### config.mk
export PLATFORM = sky130hd
export DESIGN_NAME = gpr_exec_sequencer
export DESIGN_NICKNAME = d
export VERILOG_FILES = /design/src/rtl/gpr_exec_sequencer.sv
export SDC_FILE = /design/constraint.sdc
export NUM_CORES = 1
export LEC_CHECK = 0
export CAP_MARGIN = 40
export CELL_PAD_IN_SITES_DETAIL_PLACEMENT = 1
export CELL_PAD_IN_SITES_GLOBAL_PLACEMENT = 1
export CORE_UTILIZATION = 32
export CTS_BUF_LIST = sky130_fd_sc_hd__clkbuf_16
export CTS_CLUSTER_SIZE = 24
export DETAILED_ROUTE_END_ITERATION = 7
export PLACE_DENSITY = 0.83
export RECOVER_POWER = 25
export SLEW_MARGIN = 20
export SYNTH_ARGS = -nofsm -noshare
export SYNTH_HDL_FRONTEND = slang
export SYNTH_SLANG_ARGS = --single-unit
### constraint.sdc
create_clock -name clk -period 1.62 [get_ports clk]
set_input_delay 0.324 -clock clk [delete_from_list [all_inputs] [get_ports clk]]
set_output_delay 0.324 -clock clk [all_outputs]
set_load 0.01 [all_outputs]
### src/rtl/gpr_exec_sequencer.sv
// Multi-cycle sequencer for the IR/GPR arithmetic datapath.
// Fetches 32-bit instructions over a req/rdy handshake, holds them in IR,
// walks FETCH -> DECODE -> EXEC -> WB and issues one-cycle write strobes
// to the GPR file and the SGPR. Halts on HALT or an undefined opcode.
module gpr_exec_sequencer #(
   parameter int PC_W       = 8,
   parameter int MUL_CYCLES = 3
) (
   input  logic            clk,
   input  logic            rst_n,
   input  logic            start,
   output logic            imem_req,
   output logic [PC_W-1:0] imem_addr,
   input  logic            imem_rdy,
   input  logic [31:0]     imem_data,
   output logic [31:0]     ir,
   output logic            gpr_we,
   output logic            sgpr_we,
   output logic            busy,
   output logic            halted,
   output logic            illegal,
   output logic [15:0]     retired
);

   typedef enum logic [2:0] {
      S_IDLE   = 3'd0,
      S_FETCH  = 3'd1,
      S_DECODE = 3'd2,
      S_EXEC   = 3'd3,
      S_WB     = 3'd4,
      S_HALT   = 3'd5
   } state_t;

   localparam logic [4:0] OP_MUL   = 5'b00100;
   localparam logic [4:0] OP_LAST  = 5'b00100;   // highest legal opcode
   localparam logic [4:0] OP_HALT  = 5'b11111;

   // Execute counter preload for mul; one EXEC cycle per count down to 0.
   localparam logic [3:0] MUL_LOAD = 4'(MUL_CYCLES - 1);
   localparam logic [PC_W-1:0] PC_ONE = 1;

   state_t            state_q, state_d;
   logic [PC_W-1:0]   pc_q, pc_d;
   logic [31:0]       ir_q, ir_d;
   logic [3:0]        cnt_q, cnt_d;
   logic [15:0]       retired_q, retired_d;
   logic              illegal_q, illegal_d;

   // Registered Moore outputs, loaded from the next state so they line up
   // with the state they describe.
   logic              req_q;
   logic              gpr_we_q;
   logic              sgpr_we_q;
   logic              busy_q;
   logic              halted_q;

   logic [4:0]        opcode;
   logic [4:0]        opcode_next;
   logic              op_halt;
   logic              op_legal;
   logic              op_mul;

   assign opcode      = ir_q[31:27];
   assign opcode_next = ir_d[31:27];
   assign op_halt     = (opcode == OP_HALT);
   assign op_legal    = (opcode <= OP_LAST);
   assign op_mul      = (opcode == OP_MUL);

   // Next-state and datapath-register update rules.
   always_comb begin
      state_d   = state_q;
      pc_d      = pc_q;
      ir_d      = ir_q;
      cnt_d     = cnt_q;
      retired_d = retired_q;
      illegal_d = illegal_q;
      case (state_q)
         S_IDLE, S_HALT: begin
            // A new run always starts at address 0 with fresh status.
            if (start) begin
               state_d   = S_FETCH;
               pc_d      = '0;
               retired_d = '0;
               illegal_d = 1'b0;
            end
         end
         S_FETCH: begin
            // The request stays up until memory answers; IR only moves here.
            if (imem_rdy) begin
               ir_d    = imem_data;
               pc_d    = pc_q + PC_ONE;
               state_d = S_DECODE;
            end
         end
         S_DECODE: begin
            if (op_halt) begin
               state_d = S_HALT;
            end else if (!op_legal) begin
               illegal_d = 1'b1;
               state_d   = S_HALT;
            end else begin
               state_d = S_EXEC;
               cnt_d   = op_mul ? MUL_LOAD : 4'd0;
            end
         end
         S_EXEC: begin
            if (cnt_q == 4'd0) begin
               state_d = S_WB;
            end else begin
               cnt_d = cnt_q - 4'd1;
            end
         end
         S_WB: begin
            if (retired_q != 16'hFFFF) begin
               retired_d = retired_q + 16'd1;
            end
            state_d = S_FETCH;
         end
         default: begin
            state_d = S_IDLE;
         end
      endcase
   end

   // State, datapath registers and registered outputs.
   always_ff @(posedge clk or negedge rst_n) begin
      if (!rst_n) begin
         state_q   <= S_IDLE;
         pc_q      <= '0;
         ir_q      <= '0;
         cnt_q     <= '0;
         retired_q <= '0;
         illegal_q <= 1'b0;
         req_q     <= 1'b0;
         gpr_we_q  <= 1'b0;
         sgpr_we_q <= 1'b0;
         busy_q    <= 1'b0;
         halted_q  <= 1'b0;
      end else begin
         state_q   <= state_d;
         pc_q      <= pc_d;
         ir_q      <= ir_d;
         cnt_q     <= cnt_d;
         retired_q <= retired_d;
         illegal_q <= illegal_d;
         req_q     <= (state_d == S_FETCH);
         gpr_we_q  <= (state_d == S_WB);
         sgpr_we_q <= (state_d == S_WB) && (opcode_next == OP_MUL);
         busy_q    <= (state_d == S_FETCH) || (state_d == S_DECODE) ||
                      (state_d == S_EXEC)  || (state_d == S_WB);
         halted_q  <= (state_d == S_HALT);
      end
   end

   assign imem_req  = req_q;
   assign imem_addr = pc_q;
   assign ir        = ir_q;
   assign gpr_we    = gpr_we_q;
   assign sgpr_we   = sgpr_we_q;
   assign busy      = busy_q;
   assign halted    = halted_q;
   assign illegal   = illegal_q;
   assign retired   = retired_q;

endmodule

==> flow_summary.json <==
{
  "outcome": "complete, but fails checks",
  "violations": "setup timing",
  "htreeDepth": 3,
  "fmax_mhz": 543,
  "die_area_sq_mm": 0.0102,
  "power.density_mw_per_mm2": 1860,
  "synthTopCellsByArea": "dfrtp_1 55%, mux2_2 12%, xnor2_1 4.2%, nor2_1 3.5%, nand2_1 2.6%",
  "clockRootBuffer": "clkbuf_16",
  "first_pass_iters": 4,
  "seq_area_frac_synth": 0.548,
  "nNetsFinal": 470,
  "finalPower_mw": 10.3,
  "final_util": 0.592,
  "tightest_slew_ns": 0.957,
  "synthFlopType": "dfrtp_1",
  "syn_nets": 305,
  "cts_buffers": 9,
  "rrSetupSlack_ns": -0.22,
  "vdd_drop_max_mv": 1.16,
  "hold_class": "input port to async pin",
  "path_max_fanout": 5,
  "syn2layout_area_growth_pct": 76.1,
  "clock_path_buffers": 2,
  "regToRegStartpoint": "state_q[2]",
  "synth_edf_count": 0,
  "leakage_nw": 2.62,
  "grt_overflow": 0,
  "drtIter0Drc": 108,
  "instances_no_fill": 565,
  "num-fill-cells": 963,
  "start_util": 0.336,
  "relSlewSlack": 0.362,
  "drive_gt1_frac": 0.392,
  "crit_arrival_ns": 2.11,
  "dp.cells": 526,
  "synthCells": 266,
  "cts.sinks": 69,
  "core_area_sq_mm": 0.00937,
  "antenna_found_initial": 0,
  "yosys-top-cells-count": "69 x dfrtp_1, 34 x mux2_2, 29 x nor2_1",
  "drc": 0,
  "rr_endpoint": "sgpr_we",
  "place_congestion": 0.748,
  "viasPerCell": 5.14,
  "ys_seq_elements": 69,
  "timing.final.hold_violations": 0,
  "die_w_um": 101,
  "clock_skew_ns": 0.0106,
  "reg2regPathDepth": 5,
  "syn_area_sq_mm": 0.00315,
  "critPathKind": "flip-flop to flip-flop",
  "die-height_um": 101,
  "grt_setup_unrepaired": "true",
  "portBuffers": 97,
  "cts.clk_slew.worst_paths_ns": 0.06,
  "grt_pass1_wl_mm": 17.8,
  "synthArstFlopShare": 1.00,
  "grt_max_degree": 70,
  "cts_tree": "built",
  "drt_wl_total_mm": 12.9,
  "hpwlAfterDp_mm": 6.45,
  "vias": 2904,
  "finalCritPeriodShare": 1.14,
  "grt_pass1_vias": 3240,
  "io_pins": 98,
  "rows": 35,
  "ys_types": 45,
  "clk_latency_ns": 0.34,
  "syn_area_per_cell_sq_um": 11.8,
  "yosys_warnings": 0,
  "cp-end-kind": "flip-flop",
  "fin_hold_ws_ns": 0.318,
  "crit_required_ns": 1.89,
  "layout_min_cycle_time_ns": 1.84,
  "drv_slew": 0,
  "cap_violations": 0,
  "yosysMostFrequentCell": "dfrtp_1",
  "finalSetupViolCount": 63,
  "yosysTopAreaCellShare": 0.548,
  "diodes": 0,
  "synth_top_area_cell": "dfrtp_1",
  "critPathLaunchType": "flip-flop",
  "antenna_left": 0,
  "grt_usage": 0.234,
  "wire_per_inst_um": 22.9,
  "fin_ws_ns": -0.222
}
## report_power, final
part	internal [mW]	switching [mW]	total [mW]	leakage, nW
registers	2.34	0.599	2.94	0.869
logic	2.81	2.25	5.07	1.59
clock network	1.50	0.811	2.31	0.161
total	6.65	3.66	10.3	2.62
## kinds of logic after synthesis
kind of cell | Yosys count | share of synthesized area
compound gates | 15 | 0.0314
buf+inv | 13 | 0.0222
mux | 38 | 0.134
simple gates | 111 | 0.205
xor+xnor | 17 | 0.0473
flops | 69 | 0.548
fa+ha+maj | 3 | 0.0119
## cell type report
cell class	count	area, sq um	share of cell area
clock buffers	9	225	0.0406
clock inverters	7	114	0.0205
inverters	5	18.8	0.00338
multi-input cells	184	1710	0.309
flip-flops and latches	69	1730	0.312
well taps	129	161	0.0291
repair buffers	162	1580	0.285
## layer usage
layer | track usage | wire length [um]
met3 | 0.0690 | 681
met4 | 0.0702 | 441
met1 | 0.251 | 4880
met5 | 0 | 0
met2 | 0.443 | 6920
## critical path: stages, from the launching register on
cell and delay [ns]:
dfrtp_2 0.45, nand3b_1 0.30, nor2_4 0.21, buf_6 0.17
mux2_2 0.39, and4b_1 0.25
## sequential cells by signal, indices dropped and copies added (netlist names)
signal     count
imem_req       1
illegal        1
busy           1
halted         1
gpr_we         1
sgpr_we        1
ir            32
state_q        3
cnt_q          4
imem_addr      8
retired       16
## worst max-delay path by stage
stage,start,to,slack (ns)
3_3_place_gp,imem_rdy,sgpr_we,-0.30
2_1_floorplan,cnt_q[0],busy,-0.07
5_1_grt,state_q[2],imem_addr[2],-0.28
6_report,state_q[2],sgpr_we,-0.22
4_1_cts,cnt_q[1],busy,-0.15
3_5_place_dp,imem_rdy,sgpr_we,-0.37
## layout by cell type (no fill, tap or decap), drive strengths merged, types with 4 or more instances in the layout
cell and count:
dfrtp 69, clkdlybuf4s50 64, buf 64, mux2 34, nor2 31, nand2 22
dlygate4sd2 21, xnor2 15, dlymetal6s2s 11, clkbuf 11, nand3 9, nor3 9
nand4 7, nor3b 7, o21ai 7, and3 5, inv 5, nor4 5
mux2i 4
## repair_timing
action	in CTS	in global routing
endpoints found under the setup margin	80	74
gates cloned	2	1
resized for setup	69	69
pin swaps	9	25
hold buffers	0	0
buffers inserted	17	4
## metrics by stage
step / TNS, ns / area [sq um] / setup slack, ns
after floorplan: -0.449 / 3160 / -0.0673
after global placement: -9.35 / 4580 / -0.299
after detailed placement: -12.30 / 4580 / -0.365
after CTS: -1.74 / 5270 / -0.148
after global routing: -9.74 / 5550 / -0.283
final: -6.68 / 5550 / -0.222
Power figures use the tool's default switching activity.
